<file path="src/rtl/frame_seq_pkg.sv">
// Shared types and constants for the 3x3 window frame sequencer.
package frame_seq_pkg;

  typedef enum logic [2:0] {IDLE, FILL, STREAM, DRAIN, DONE} state_e;

  localparam int IMG_W_DEF = 640;
  localparam int IMG_H_DEF = 480;
  // Shifts between a pixel entering the window and it becoming the centre.
  localparam int LAG       = IMG_W_DEF + 1;

  localparam int ROW_W = 9;
  localparam int COL_W = 10;
  localparam int DRN_W = 11;

  function automatic int lag_of(input int img_w);
    return img_w + 1;
  endfunction

endpackage

</file>
<file path="src/rtl/frame_sequencer_if.sv">
// Host-side pixel handshake and window-result signals of the frame sequencer.
interface frame_sequencer_if;
  import frame_seq_pkg::*;

  logic             start;
  logic             pix_valid;
  logic             pix_ready;
  logic             shift_en;
  logic             pad;
  logic             out_valid;
  logic             border;
  logic [ROW_W-1:0] out_row;
  logic [COL_W-1:0] out_col;
  logic             busy;
  logic             frame_done;

  modport master (
    output start, pix_valid,
    input  pix_ready, shift_en, pad, out_valid, border, out_row, out_col, busy, frame_done
  );

  modport slave (
    input  start, pix_valid,
    output pix_ready, shift_en, pad, out_valid, border, out_row, out_col, busy, frame_done
  );

endinterface

</file>
<file path="src/rtl/seq_delay_line.sv">
// Aligns window-result qualifiers with the PIPE_DLY-cycle window datapath.
module seq_delay_line
  import frame_seq_pkg::*;
#(
  parameter int PIPE_DLY = 2
) (
  input  logic             clk,
  input  logic             reset,
  input  logic             vld_in,
  input  logic             brd_in,
  input  logic [ROW_W-1:0] row_in,
  input  logic [COL_W-1:0] col_in,
  output logic             vld_out,
  output logic             brd_out,
  output logic [ROW_W-1:0] row_out,
  output logic [COL_W-1:0] col_out
);

  localparam int WIDTH = 2 + ROW_W + COL_W;

  logic [WIDTH-1:0] din;
  logic [WIDTH-1:0] dout;

  assign din = {vld_in, brd_in, row_in, col_in};
  assign {vld_out, brd_out, row_out, col_out} = dout;

  if (PIPE_DLY == 0) begin : g_bypass
    assign dout = din;
  end else begin : g_pipe
    logic [WIDTH-1:0] stage_q [PIPE_DLY];
    logic [WIDTH-1:0] stage_d [PIPE_DLY];

    always_comb begin
      stage_d[0] = din;
      for (int i = 1; i < PIPE_DLY; i++) stage_d[i] = stage_q[i-1];
    end

    always_ff @(posedge clk or posedge reset) begin
      if (reset) begin
        for (int i = 0; i < PIPE_DLY; i++) stage_q[i] <= '0;
      end else begin
        stage_q <= stage_d;
      end
    end

    assign dout = stage_q[PIPE_DLY-1];
  end

endmodule

</file>
<file path="src/rtl/frame_sequencer.sv">
// Raster sequencer for a 3x3 window filter: fill, stream, zero-pad drain.
// Define BORDER_ZERO_EN to emit edge pixels (flagged border) instead of dropping them.
module frame_sequencer
  import frame_seq_pkg::*;
#(
  parameter int IMG_W    = IMG_W_DEF,
  parameter int IMG_H    = IMG_H_DEF,
  parameter int PIPE_DLY = 2
) (
  input  logic               clk,
  input  logic               reset,
  frame_sequencer_if.slave   bus
);

  localparam int               LAG_N      = lag_of(IMG_W);
  localparam logic [COL_W-1:0] LAST_COL   = COL_W'(IMG_W - 1);
  localparam logic [ROW_W-1:0] LAST_ROW   = ROW_W'(IMG_H - 1);
  localparam logic [DRN_W-1:0] DRAIN_LAST = DRN_W'(LAG_N - 1);
  localparam logic [DRN_W-1:0] DRAIN_END  = DRN_W'(LAG_N - 1 + PIPE_DLY);

  state_e           state_q, state_d;
  logic [COL_W-1:0] in_col_q, in_col_d, ccol_q, ccol_d;
  logic [ROW_W-1:0] in_row_q, in_row_d, crow_q, crow_d;
  logic [DRN_W-1:0] drain_q, drain_d;

  logic pix_ready, accept, drain_shift, complete, on_edge, vld_in, brd_in;

  always_ff @(posedge clk or posedge reset) begin
    if (reset) begin
      state_q  <= IDLE;
      in_col_q <= '0;
      in_row_q <= '0;
      ccol_q   <= '0;
      crow_q   <= '0;
      drain_q  <= '0;
    end else begin
      state_q  <= state_d;
      in_col_q <= in_col_d;
      in_row_q <= in_row_d;
      ccol_q   <= ccol_d;
      crow_q   <= crow_d;
      drain_q  <= drain_d;
    end
  end

  always_comb begin
    pix_ready   = (state_q == FILL) || (state_q == STREAM);
    accept      = bus.pix_valid && pix_ready;
    drain_shift = (state_q == DRAIN) && (drain_q <= DRAIN_LAST);
    // Once the window is full every shift retires exactly one centre pixel.
    complete    = (accept && (state_q == STREAM)) || drain_shift;

    state_d  = state_q;
    in_col_d = in_col_q;
    in_row_d = in_row_q;
    ccol_d   = ccol_q;
    crow_d   = crow_q;
    drain_d  = drain_q;

    if (accept) begin
      if (in_col_q == LAST_COL) begin
        in_col_d = '0;
        in_row_d = in_row_q + 1'b1;
      end else begin
        in_col_d = in_col_q + 1'b1;
      end
    end

    if (complete) begin
      if (ccol_q == LAST_COL) begin
        ccol_d = '0;
        crow_d = crow_q + 1'b1;
      end else begin
        ccol_d = ccol_q + 1'b1;
      end
    end

    case (state_q)
      IDLE: begin
        if (bus.start) begin
          state_d  = FILL;
          in_col_d = '0;
          in_row_d = '0;
          ccol_d   = '0;
          crow_d   = '0;
          drain_d  = '0;
        end
      end
      // Accept index IMG_W sits at row 1, column 0: the window is then primed.
      FILL:   if (accept && (in_row_q == ROW_W'(1)) && (in_col_q == '0)) state_d = STREAM;
      STREAM: begin
        if (accept && (in_row_q == LAST_ROW) && (in_col_q == LAST_COL)) begin
          state_d = DRAIN;
          drain_d = '0;
        end
      end
      // Pad shifts first, then wait out the datapath latency for the last result.
      DRAIN: begin
        drain_d = drain_q + 1'b1;
        if (drain_q == DRAIN_END) state_d = DONE;
      end
      DONE:    state_d = IDLE;
      default: state_d = IDLE;
    endcase
  end

  assign on_edge = (crow_q == '0) || (crow_q == LAST_ROW) ||
                   (ccol_q == '0) || (ccol_q == LAST_COL);

`ifdef BORDER_ZERO_EN
  assign vld_in = complete;
  assign brd_in = on_edge;
`else
  assign vld_in = complete && !on_edge;
  assign brd_in = 1'b0;
`endif

  assign bus.pix_ready  = pix_ready;
  assign bus.shift_en   = accept || drain_shift;
  assign bus.pad        = drain_shift;
  assign bus.busy       = (state_q != IDLE);
  assign bus.frame_done = (state_q == DONE);

  seq_delay_line #(
    .PIPE_DLY (PIPE_DLY)
  ) u_delay (
    .clk     (clk),
    .reset   (reset),
    .vld_in  (vld_in),
    .brd_in  (brd_in),
    .row_in  (crow_q),
    .col_in  (ccol_q),
    .vld_out (bus.out_valid),
    .brd_out (bus.border),
    .row_out (bus.out_row),
    .col_out (bus.out_col)
  );

endmodule

</file>
<file path="src/flat_wrapper.sv">
// flat-port wrapper written by rule: the top's interface ports become plain ports
module frame_sequencer_flat import frame_seq_pkg::*;
#(
  parameter int IMG_W    = IMG_W_DEF,
  parameter int IMG_H    = IMG_H_DEF,
  parameter int PIPE_DLY = 2
)
  (clk, reset, bus_start, bus_pix_valid, bus_pix_ready, bus_shift_en, bus_pad, bus_out_valid, bus_border, bus_out_row, bus_out_col, bus_busy, bus_frame_done);
  frame_sequencer_if bus_i ();
  input  logic clk;
  input  logic reset;
  input wire logic [$bits(bus_i.start)-1:0] bus_start;
  input wire logic [$bits(bus_i.pix_valid)-1:0] bus_pix_valid;
  output wire logic [$bits(bus_i.pix_ready)-1:0] bus_pix_ready;
  output wire logic [$bits(bus_i.shift_en)-1:0] bus_shift_en;
  output wire logic [$bits(bus_i.pad)-1:0] bus_pad;
  output wire logic [$bits(bus_i.out_valid)-1:0] bus_out_valid;
  output wire logic [$bits(bus_i.border)-1:0] bus_border;
  output wire logic [$bits(bus_i.out_row)-1:0] bus_out_row;
  output wire logic [$bits(bus_i.out_col)-1:0] bus_out_col;
  output wire logic [$bits(bus_i.busy)-1:0] bus_busy;
  output wire logic [$bits(bus_i.frame_done)-1:0] bus_frame_done;
  assign bus_i.start = bus_start;
  assign bus_i.pix_valid = bus_pix_valid;
  assign bus_pix_ready = bus_i.pix_ready;
  assign bus_shift_en = bus_i.shift_en;
  assign bus_pad = bus_i.pad;
  assign bus_out_valid = bus_i.out_valid;
  assign bus_border = bus_i.border;
  assign bus_out_row = bus_i.out_row;
  assign bus_out_col = bus_i.out_col;
  assign bus_busy = bus_i.busy;
  assign bus_frame_done = bus_i.frame_done;
  frame_sequencer #(.IMG_W(IMG_W), .IMG_H(IMG_H), .PIPE_DLY(PIPE_DLY)) u_core (.clk(clk), .reset(reset), .bus(bus_i));
endmodule
</file>
<file path="config.mk">
export PLATFORM = sky130hd
export DESIGN_NAME = frame_sequencer_flat
export DESIGN_NICKNAME = d
export VERILOG_FILES = /design/src/rtl/frame_seq_pkg.sv /design/src/rtl/frame_sequencer_if.sv /design/src/rtl/seq_delay_line.sv /design/src/rtl/frame_sequencer.sv /design/src/flat_wrapper.sv
export SDC_FILE = /design/constraint.sdc
export NUM_CORES = 1
export LEC_CHECK = 0
export CAP_MARGIN = 20
export CORE_ASPECT_RATIO = 0.6
export CORE_MARGIN = 1
export CORE_UTILIZATION = 60
export CTS_BUF_LIST = sky130_fd_sc_hd__clkbuf_4
export DETAILED_ROUTE_END_ITERATION = 12
export GPL_ROUTABILITY_DRIVEN = 0
export PLACE_DENSITY_LB_ADDON = 0.1
export SYNTH_ARGS = -nofsm -noshare
export SYNTH_HDL_FRONTEND = slang
export SYNTH_SLANG_ARGS = --single-unit
</file>
<file path="constraint.sdc">
create_clock -name clk -period 6.9 [get_ports clk]
set_clock_uncertainty 0.15 [all_clocks]
set_input_delay 1.38 -clock clk [delete_from_list [all_inputs] [get_ports clk]]
set_output_delay 1.38 -clock clk [all_outputs]
set_load 0.1 [all_outputs]
</file>
==> impl_metrics.ini, run 1 <==
[power]
pwr-share-comb_pct = 29.5
switching_share_pct = 39.0
leakagePower_uw = 0.00194
seqPwrFrac_pct = 53.0
clockPowerShare_pct = 17.5
internal_power_uw = 826
power.density_nw_per_um2 = 302
finalPower_uw = 1360
p_switching_uw = 529
vdd_drop_max_uv = 262

[layout]
layoutNonFillerInstCount = 491
fin_util_pct = 71.2
antenna_cells = 0
fillers = 465
syn_to_final_growth_pct = 10.5
fin_nets = 418
drive_gt1_share_pct = 5.41

[sta]
hold_violations = 0
worstMarginPinSlew_ns = 1.22
maxSlewHeadroom_pct = 18.6
rsz0062_at_grt = no
fmax_mhz = 204
finalSetupViolCount = 0
fin_setup_tns_ns = 0
drv_slew = 0
min_period_ns = 4.89
fin_ws_ns = 2.01
fin_crit_sh_pct = 70.9

[drt]
drc = 0
drt_pass1_iterations = 4
ant_nets = 0
wire_per_inst_um = 15.1
via_per_inst = 5.81
vias = 2851
drtIter0Drc = 183
drt-total-wl_um = 7420

[clock_tree]
cts-root-buf = clkbuf_4
cts_tree = done
clock_path_buffers = 2
cts_resized = 0
cts_buffers = 9
cts_setup_buffers = 0
postCtsHoldBufs = 0
path_clk_slew_ns = 0.11
htreeDepth = 3
clock-sinks = 92
clk-insertion-delay-late_ns = 0.44

[global_route]
grt_max_degree = 79
grt_use_total_pct = 25.0
grt_antenna_before_repair = 0
grt_pass1_wl_um = 13200
grt_overflow_total = 0
grt_pass1_vias = 2667

[yosys]
yosys_warnings = 0
ys_seq_elements = 92
yosysTopAreaCellShare_pct = 56.7
syn_area_per_cell_sq_um = 10.8
synth_cells = 376
synth_cell_types = 52
synth.most_common_cell = dfrtp_1
synth_fp_nets = 391
synthFlopType = dfrtp_1
synth-edff-count = 0
async_flop_share_pct = 100
synth_top_area_cell = dfrtp_1
synthesis.area_sq_um = 4060
synth.yosys.seq_area_share_pct = 56.7
synth_area_leaders = dfrtp_1 (57%), xnor2_1 (5.2%), nor2_1 (4.0%), ha_1 (3.4%), a21oi_1 (2.3%)
synth_common_cells = dfrtp_1 (92), nor2_1 (43), nand2_1 (25), xnor2_1 (24), a21oi_1 (19)

[worst_setup_path]
crit_path_top_delay_cell = clkdlybuf4s50_1
crit_family = buffers and inverters
critical_path.max_stage_delay_ns = 1.15
critPathKind = in -> out
crit_chain = clkdlybuf4s50_1 -> nand2_1 -> o21ai_0 -> clkdlybuf4s50_1
path_max_fanout = 6
cp_num_buf_inv = 2
critPathRequiredTime_ns = 5.37
critical_path.endpoint_type = primary output
arrival_ns = 3.36
critPathMostFrequentCell = clkdlybuf4s50_1
crit_path_start_kind = input pin

[placement]
place_ws_ns = 2.01
dpl.cell_count = 476
io_buffers = 28
dp_hpwl_um = 5240

[die]
dieArea_sq_um = 7110
die_h_um = 65.7
placementRows = 22
core-area_sq_um = 6300
initial_core_util_pct = 64.4
die_x_um = 108
io-pin-count = 30

[flow_run]
maxCapViolations = 0

[worst_hold_path]
hold_path.class = reg -> reg

[run_status]
status = finished, final reports clean
[cell usage in the layout (no fill, tap or decap), types with 3 or more instances in the layout]
cell,count
a211oi_1,4
a21o_1,4
a21oi_1,19
and2_1,3
and3_1,6
and4_1,3
clkbuf_4,11
clkdlybuf4s50_1,28
clkinv_2,3
dfrtp_1,92
ha_1,11
inv_1,16
nand2_1,25
nand3_1,12
nand4_1,7
nor2_1,43
nor3_1,6
nor3b_1,4
nor4_1,4
nor4b_1,5
o21a_1,5
o21ai_0,15
o31ai_1,3
or3_1,8
or4_1,4
xnor2_1,24
xor2_1,5
[power by group through the flow]
stage | clock, uW | combinational, uW | sequential (uW)
after floorplan | 0 | 128 | 895
after global placement | 0 | 393 | 724
after detailed placement | 0 | 401 | 728
after CTS | 249 | 402 | 719
after global routing | 271 | 425 | 735
final | 237 | 400 | 719
[cells by family after synthesis]
| group | count (synthesis) | synth area share [%] |
|---|---|---|
| flops | 92 | 56.7 |
| simple gates | 141 | 18.5 |
| compound gates | 68 | 10.9 |
| xor+xnor | 29 | 6.26 |
| fa+ha+maj | 11 | 3.39 |
| buf+inv | 31 | 3.39 |
| other cells | 1 | 0.0924 |
| mux | 3 | 0.771 |
[final timing paths]
path	cells past startpoint	slack [ns]	from	endpoint
min in group asynchronous	2	1.01	reset	u_core.u_delay.dout[12]
worst max register to register	5	3.85	u_core.state_q[1]	u_core.crow_q[6]
max in group asynchronous	3	4.39	reset	u_core.ccol_q[3]
worst min register to register	0	0.21	u_core.u_delay.g_pipe.stage_d[18]	u_core.u_delay.dout[18]
worst min-delay path	0	0.21	u_core.u_delay.g_pipe.stage_d[18]	u_core.u_delay.dout[18]
worst max-delay path	4	2.01	bus_pix_valid	bus_shift_en
[layout make-up]
class	count	area, sq um	share of cell area [%]
clock inverter	4	17.5	0.391
inverter	17	65.1	1.45
tap	84	105	2.34
clock buffer	11	82.6	1.84
sequential	92	2300	51.3
multi-input combinational	253	1620	36.1
timing repair buffer	30	295	6.58
[registers in the layout, indices dropped and copies added, names as in the netlist]
signal,count
u_core.u_delay.dout,20
u_core.crow_q,9
u_core.in_row_q,9
u_core.state_q,3
u_core.in_col_q,10
u_core.u_delay.g_pipe.stage_d,20
u_core.drain_q,11
u_core.ccol_q,10
[stage by stage]
stage / hold WS, ns / area (sq um)
CTS: 0.213 / 4490
floorplan: 0.181 / 4060
finish: 0.210 / 4490
detailed placement: 0.185 / 4390
global placement: 0.182 / 4390
global route: 0.216 / 4490
[metal layers]
metal	track usage (%)	wire, um	vias up	part of all wire [%]
li1	-	-	1373	-
met1	37.3	3850	1413	52
met2	35.3	3160	61	43
met3	6.55	353	4	4.8
met4	8.22	58	0	0.78
met5	0	0	-	0
Note: power is estimated with default switching activity, not from simulation.
==> run 2: changes to the inputs <==
--- a/config.mk
+++ b/config.mk
@@ -8,7 +8,7 @@
 export CAP_MARGIN = 20
 export CORE_ASPECT_RATIO = 0.6
 export CORE_MARGIN = 1
-export CORE_UTILIZATION = 60
+export CORE_UTILIZATION = 55
 export CTS_BUF_LIST = sky130_fd_sc_hd__clkbuf_4
 export DETAILED_ROUTE_END_ITERATION = 12
 export GPL_ROUTABILITY_DRIVEN = 0
==> constraint.sdc (replaced) <==
create_clock -name clk -period 4.3 [get_ports clk]
set_clock_uncertainty 0.15 [all_clocks]
set_input_delay 0.86 -clock clk [delete_from_list [all_inputs] [get_ports clk]]
set_output_delay 0.86 -clock clk [all_outputs]
set_load 0.1 [all_outputs]
==> run 2 against run 1 <==
First-iteration DRC count down 13%. Critical endpoint is now bus_pix_ready. Largest cell class unchanged. Total power up 66%. Critical path type is now reg -> out. Combinational power up 60%.
==> impl_metrics.ini, run 2 (synthesized netlist as in run 1, its figures left out) <==
[drt]
drtIter0Drc = 159
wire_per_inst_um = 15.4
vias = 2830
via_per_inst = 5.72
ant_nets = 0
drt-total-wl_um = 7600
drc = 0
drt_pass1_iterations = 4

[clock_tree]
htreeDepth = 3
postCtsHoldBufs = 0
cts_setup_buffers = 0
clock_path_buffers = 2
cts-root-buf = clkbuf_4
cts_resized = 0
cts_tree = done
path_clk_slew_ns = 0.14
clock-sinks = 92
clk-insertion-delay-late_ns = 0.43
cts_buffers = 9

[placement]
dp_hpwl_um = 5250
io_buffers = 28
place_area_sq_um = 4400
place_ws_ns = 1.16
dpl.cell_count = 480

[layout]
syn_to_final_growth_pct = 11.5
layout_commonest_cell = dfrtp_1
layoutNonFillerInstCount = 495
seq_area_sq_um = 2300
drive_gt1_share_pct = 6.86
multi_input_area_sq_um = 1620
final_cell_mix = dfrtp_1 (92), nor2_1 (41), clkdlybuf4s50_1 (26)
fillers = 539
stdcell_area_sq_um = 4530
antenna_cells = 0
fin_nets = 419

[power]
internal_power_uw = 1390
p_switching_uw = 854
clockPowerShare_pct = 20.1
leakagePower_uw = 0.00197
power.density_nw_per_um2 = 497
vdd_drop_max_uv = 507
pwr-share-comb_pct = 28.5
switching_share_pct = 38.0
seqPwrFrac_pct = 51.4

[worst_setup_path]
critPathRequiredTime_ns = 3.29
worstRegToRegCells = 5
critPathKind = reg -> out
arrival_ns = 2.55
crit_path_start_kind = flip-flop
path_max_fanout = 12
critical_path.endpoint_type = primary output

[sta]
worstMarginPinSlew_ns = 0.970
fin_setup_tns_ns = 0
min_period_ns = 3.56
fin_crit_sh_pct = 82.8
maxSlewHeadroom_pct = 35.1
drv_slew = 0
fmax_mhz = 281
hold_violations = 0
fin_ws_ns = 0.739
finalSetupViolCount = 0
rsz0062_at_grt = no

[global_route]
grt_pass1_vias = 2615
grt_overflow_total = 0
grt_use_total_pct = 22.0
grt_antenna_before_repair = 0
grt_max_degree = 53
grt_pass1_wl_um = 12700

[die]
die_x_um = 113
io-pin-count = 30
placementRows = 23
core-area_sq_um = 6910
dieArea_sq_um = 7740
die_h_um = 68.5
initial_core_util_pct = 58.8

[flow_run]
maxCapViolations = 0

[worst_hold_path]
min_delay_path_depth = 0
hold_path.class = reg -> reg

[run_status]
status = finished, final reports clean
==> run 2: cell types whose count changed in the layout (fill, tap and decap cells not counted), moves of 2 or more <==
cell / delta
buf_4: +3
clkdlybuf4s50_1: -2
nor2_1: -2
nor2_2: +2
==> run 2: area by class of cell <==
class / count / share of cell area (%)
Timing Repair Buffer: 31 / 6.58
Clock inverter: 3 / 0.857
Sequential cell: 92 / 50.9
Inverter: 17 / 1.44
Tap cell: 87 / 2.41
Clock buffer: 12 / 1.99
Multi-Input combinational cell: 253 / 35.9
==> run 2: critical path: stages (launching register included) <==
cell	delay, ns
dfrtp_1	0.58
xnor2_1	0.22
nor2_2	0.17
clkdlybuf4s50_1	1.15
==> run 2: layer usage <==
metal	global-route usage (%)	vias up	share of wire [%]
met2	32.6	62	42
met4	5.43	0	0.70
met5	0	-	0
met1	31.4	1388	52
met3	7.60	4	5.3
li1	-	1376	-
==> run 2: power groups by stage <==
stage / Sequential (uW) / Combinational (uW) / Clock [uW]
after global routing: 1180 / 690 / 500
after CTS: 1150 / 644 / 470
after detailed placement: 1170 / 642 / 0
after floorplan: 1440 / 205 / 0
after global placement: 1170 / 636 / 0
final: 1160 / 641 / 452
==> run 2: per-stage QoR <==
stage | hold slack (ns) | power [uW] | util (%)
after floorplan | 0.181 | 1640 | -
after global placement | 0.182 | 1800 | 63.7
after detailed placement | 0.185 | 1810 | 63.7
after CTS | 0.213 | 2270 | 65.5
after global routing | 0.217 | 2370 | 65.5
final | 0.206 | 2250 | 65.5
==> run 2: worst paths after layout <==
check	from	end	slack, ns
worst max register to register	u_core.state_q[1]	u_core.crow_q[6]	1.29
worst max-delay path	u_core.state_q[1]	bus_pix_ready	0.74
max in group asynchronous	reset	u_core.u_delay.g_pipe.stage_d[12]	2.45
worst min-delay path	u_core.u_delay.g_pipe.stage_d[12]	u_core.u_delay.dout[12]	0.21
worst min register to register	u_core.u_delay.g_pipe.stage_d[12]	u_core.u_delay.dout[12]	0.21
min in group asynchronous	reset	u_core.in_row_q[1]	0.75
==> run 3: changes to the inputs <==
==> constraint.sdc (replaced) <==
create_clock -name clk -period 3.1 [get_ports clk]
set_clock_uncertainty 0.15 [all_clocks]
set_input_delay 0.62 -clock clk [delete_from_list [all_inputs] [get_ports clk]]
set_output_delay 0.62 -clock clk [all_outputs]
set_load 0.1 [all_outputs]
==> run 3 against run 2 <==
Clock power up 54%. Combinational power rose by 37%. Cell area up 0.94%. Global-route usage up 0.94 points. Via count up 0.35%. Setup slack got worse by 0.41 ns. Largest cell class unchanged.
==> impl_metrics.ini, run 3 (synthesized netlist as in run 1, its figures left out) <==
[clock_tree]
path_clk_slew_ns = 0.14
cts_buffers = 9
clock_path_buffers = 2
cts_setup_buffers = 0
cts-root-buf = clkbuf_4
postCtsHoldBufs = 0
clock-sinks = 92
clk-insertion-delay-late_ns = 0.44
cts_resized = 0
htreeDepth = 3
cts_tree = done

[worst_setup_path]
critical_path.endpoint_type = primary output
crit_path_start = u_core.state_q[0]
reg2reg_from = u_core.state_q[0]
critPathKind = reg -> out
critPathRequiredTime_ns = 2.33
r2r-end = u_core.crow_q[7]
crit_path_start_kind = flip-flop
path_max_fanout = 12
worstRegToRegCells = 6
reg2reg_setup_slack_ns = 0.42
arrival_ns = 2.00

[die]
die_h_um = 68.5
io-pin-count = 30
initial_core_util_pct = 58.8
dieArea_sq_um = 7740
placementRows = 23
die_x_um = 113
core-area_sq_um = 6910

[run_status]
status = finished, final reports clean

[placement]
io_buffers = 28
dp_hpwl_um = 5610
dpl.cell_count = 487

[layout]
fin_util_pct = 66.1
layout_commonest_cell = dfrtp_1
antenna_cells = 0
final_cell_mix = dfrtp_1 (92), nor2_1 (42), buf_4 (33)
drive_gt1_share_pct = 13.8
fillers = 553
fin_nets = 426
layoutNonFillerInstCount = 501
syn_to_final_growth_pct = 12.6

[drt]
drtIter0Drc = 202
drt_pass1_iterations = 4
drc = 0
ant_nets = 0
via_per_inst = 5.67
wire_per_inst_um = 15.8
vias = 2840
drt-total-wl_um = 7910

[global_route]
grt_max_degree = 44
top_usage_layer = met2
met3_usage_pct = 6.12
grt_overflow_total = 0
grt_pass1_wl_um = 13300
grt_antenna_before_repair = 0
use_met2_pct = 33.6
grt.met1_usage_pct = 33.3
grt_pass1_vias = 2638
grt_use_total_pct = 22.9

[sta]
finalSetupViolCount = 0
hold_violations = 0
min_period_ns = 2.77
maxSlewHeadroom_pct = 58.1
drv_slew = 0
rsz0062_at_grt = no
whs_ns = 0.211
fmax_mhz = 361
fin_setup_tns_ns = 0
fin_crit_sh_pct = 89.4
worstMarginPinSlew_ns = 0.622

[worst_hold_path]
worstHoldStart = u_core.u_delay.g_pipe.stage_d[4]
min_delay_path_depth = 0
hold-path-endpoint = u_core.u_delay.dout[4]
hold_path.class = reg -> reg

[power]
leakagePower_uw = 0.00204
vdd_drop_max_uv = 582
power.density_nw_per_um2 = 695

[flow_run]
maxCapViolations = 0
-- run 3: changes by cell type in the layout (fill, tap and decap cells not counted), sizes merged --
cell,delta
buf,+30
bufinv,+1
clkbuf,-1
clkdlybuf4s50,-23
clkinv,-2
clkinvlp,+1
-- run 3: worst max-delay path, stage by stage, from the launching register on --
cell,delay (ns)
dfrtp_1,0.61
nand3b_1,0.40
o21ai_1,0.34
buf_12,0.21
-- run 3: final cells by class --
class	instances	area [sq um]	area share, %
Timing Repair Buffer	38	318	6.96
Clock inverter	3	63.8	1.40
Tap cell	87	109	2.38
Clock buffer	11	82.6	1.81
Inverter	17	67.6	1.48
Multi-Input combinational cell	253	1630	35.6
Sequential cell	92	2300	50.4
-- run 3: routing by layer --
layer | up-vias | part of all wire [%]
li1 | 1386 | -
met1 | 1391 | 51
met2 | 59 | 44
met3 | 4 | 4.7
met4 | 0 | 0.78
met5 | - | 0
-- run 3: metrics by stage --
| step | cell area [sq um] | total power, uW | setup WS [ns] |
|---|---|---|---|
| 6_report | 4570 | 3170 | 0.330 |
| 5_1_grt | 4570 | 3340 | 0.142 |
| 4_1_cts | 4570 | 3200 | 0.277 |
| 3_5_place_dp | 4420 | 2500 | 0.282 |
| 3_3_place_gp | 4420 | 2480 | 0.331 |
| 2_1_floorplan | 4070 | 2280 | -0.439 |
-- run 3: power breakdown --
part,internal [uW],switching (uW)
registers,1420,187
clock network,335,361
logic,237,638
-- run 3: worst max-delay path by stage --
| stage | slack [ns] | cells after the start | to |
|---|---|---|---|
| finish | 0.33 | 3 | bus_shift_en |
| detailed placement | 0.28 | 6 | u_core.drain_q[9] |
| global route | 0.14 | 3 | bus_shift_en |
| CTS | 0.28 | 3 | bus_shift_en |
| global placement | 0.33 | 6 | u_core.drain_q[9] |
| floorplan | -0.44 | 5 | bus_shift_en |
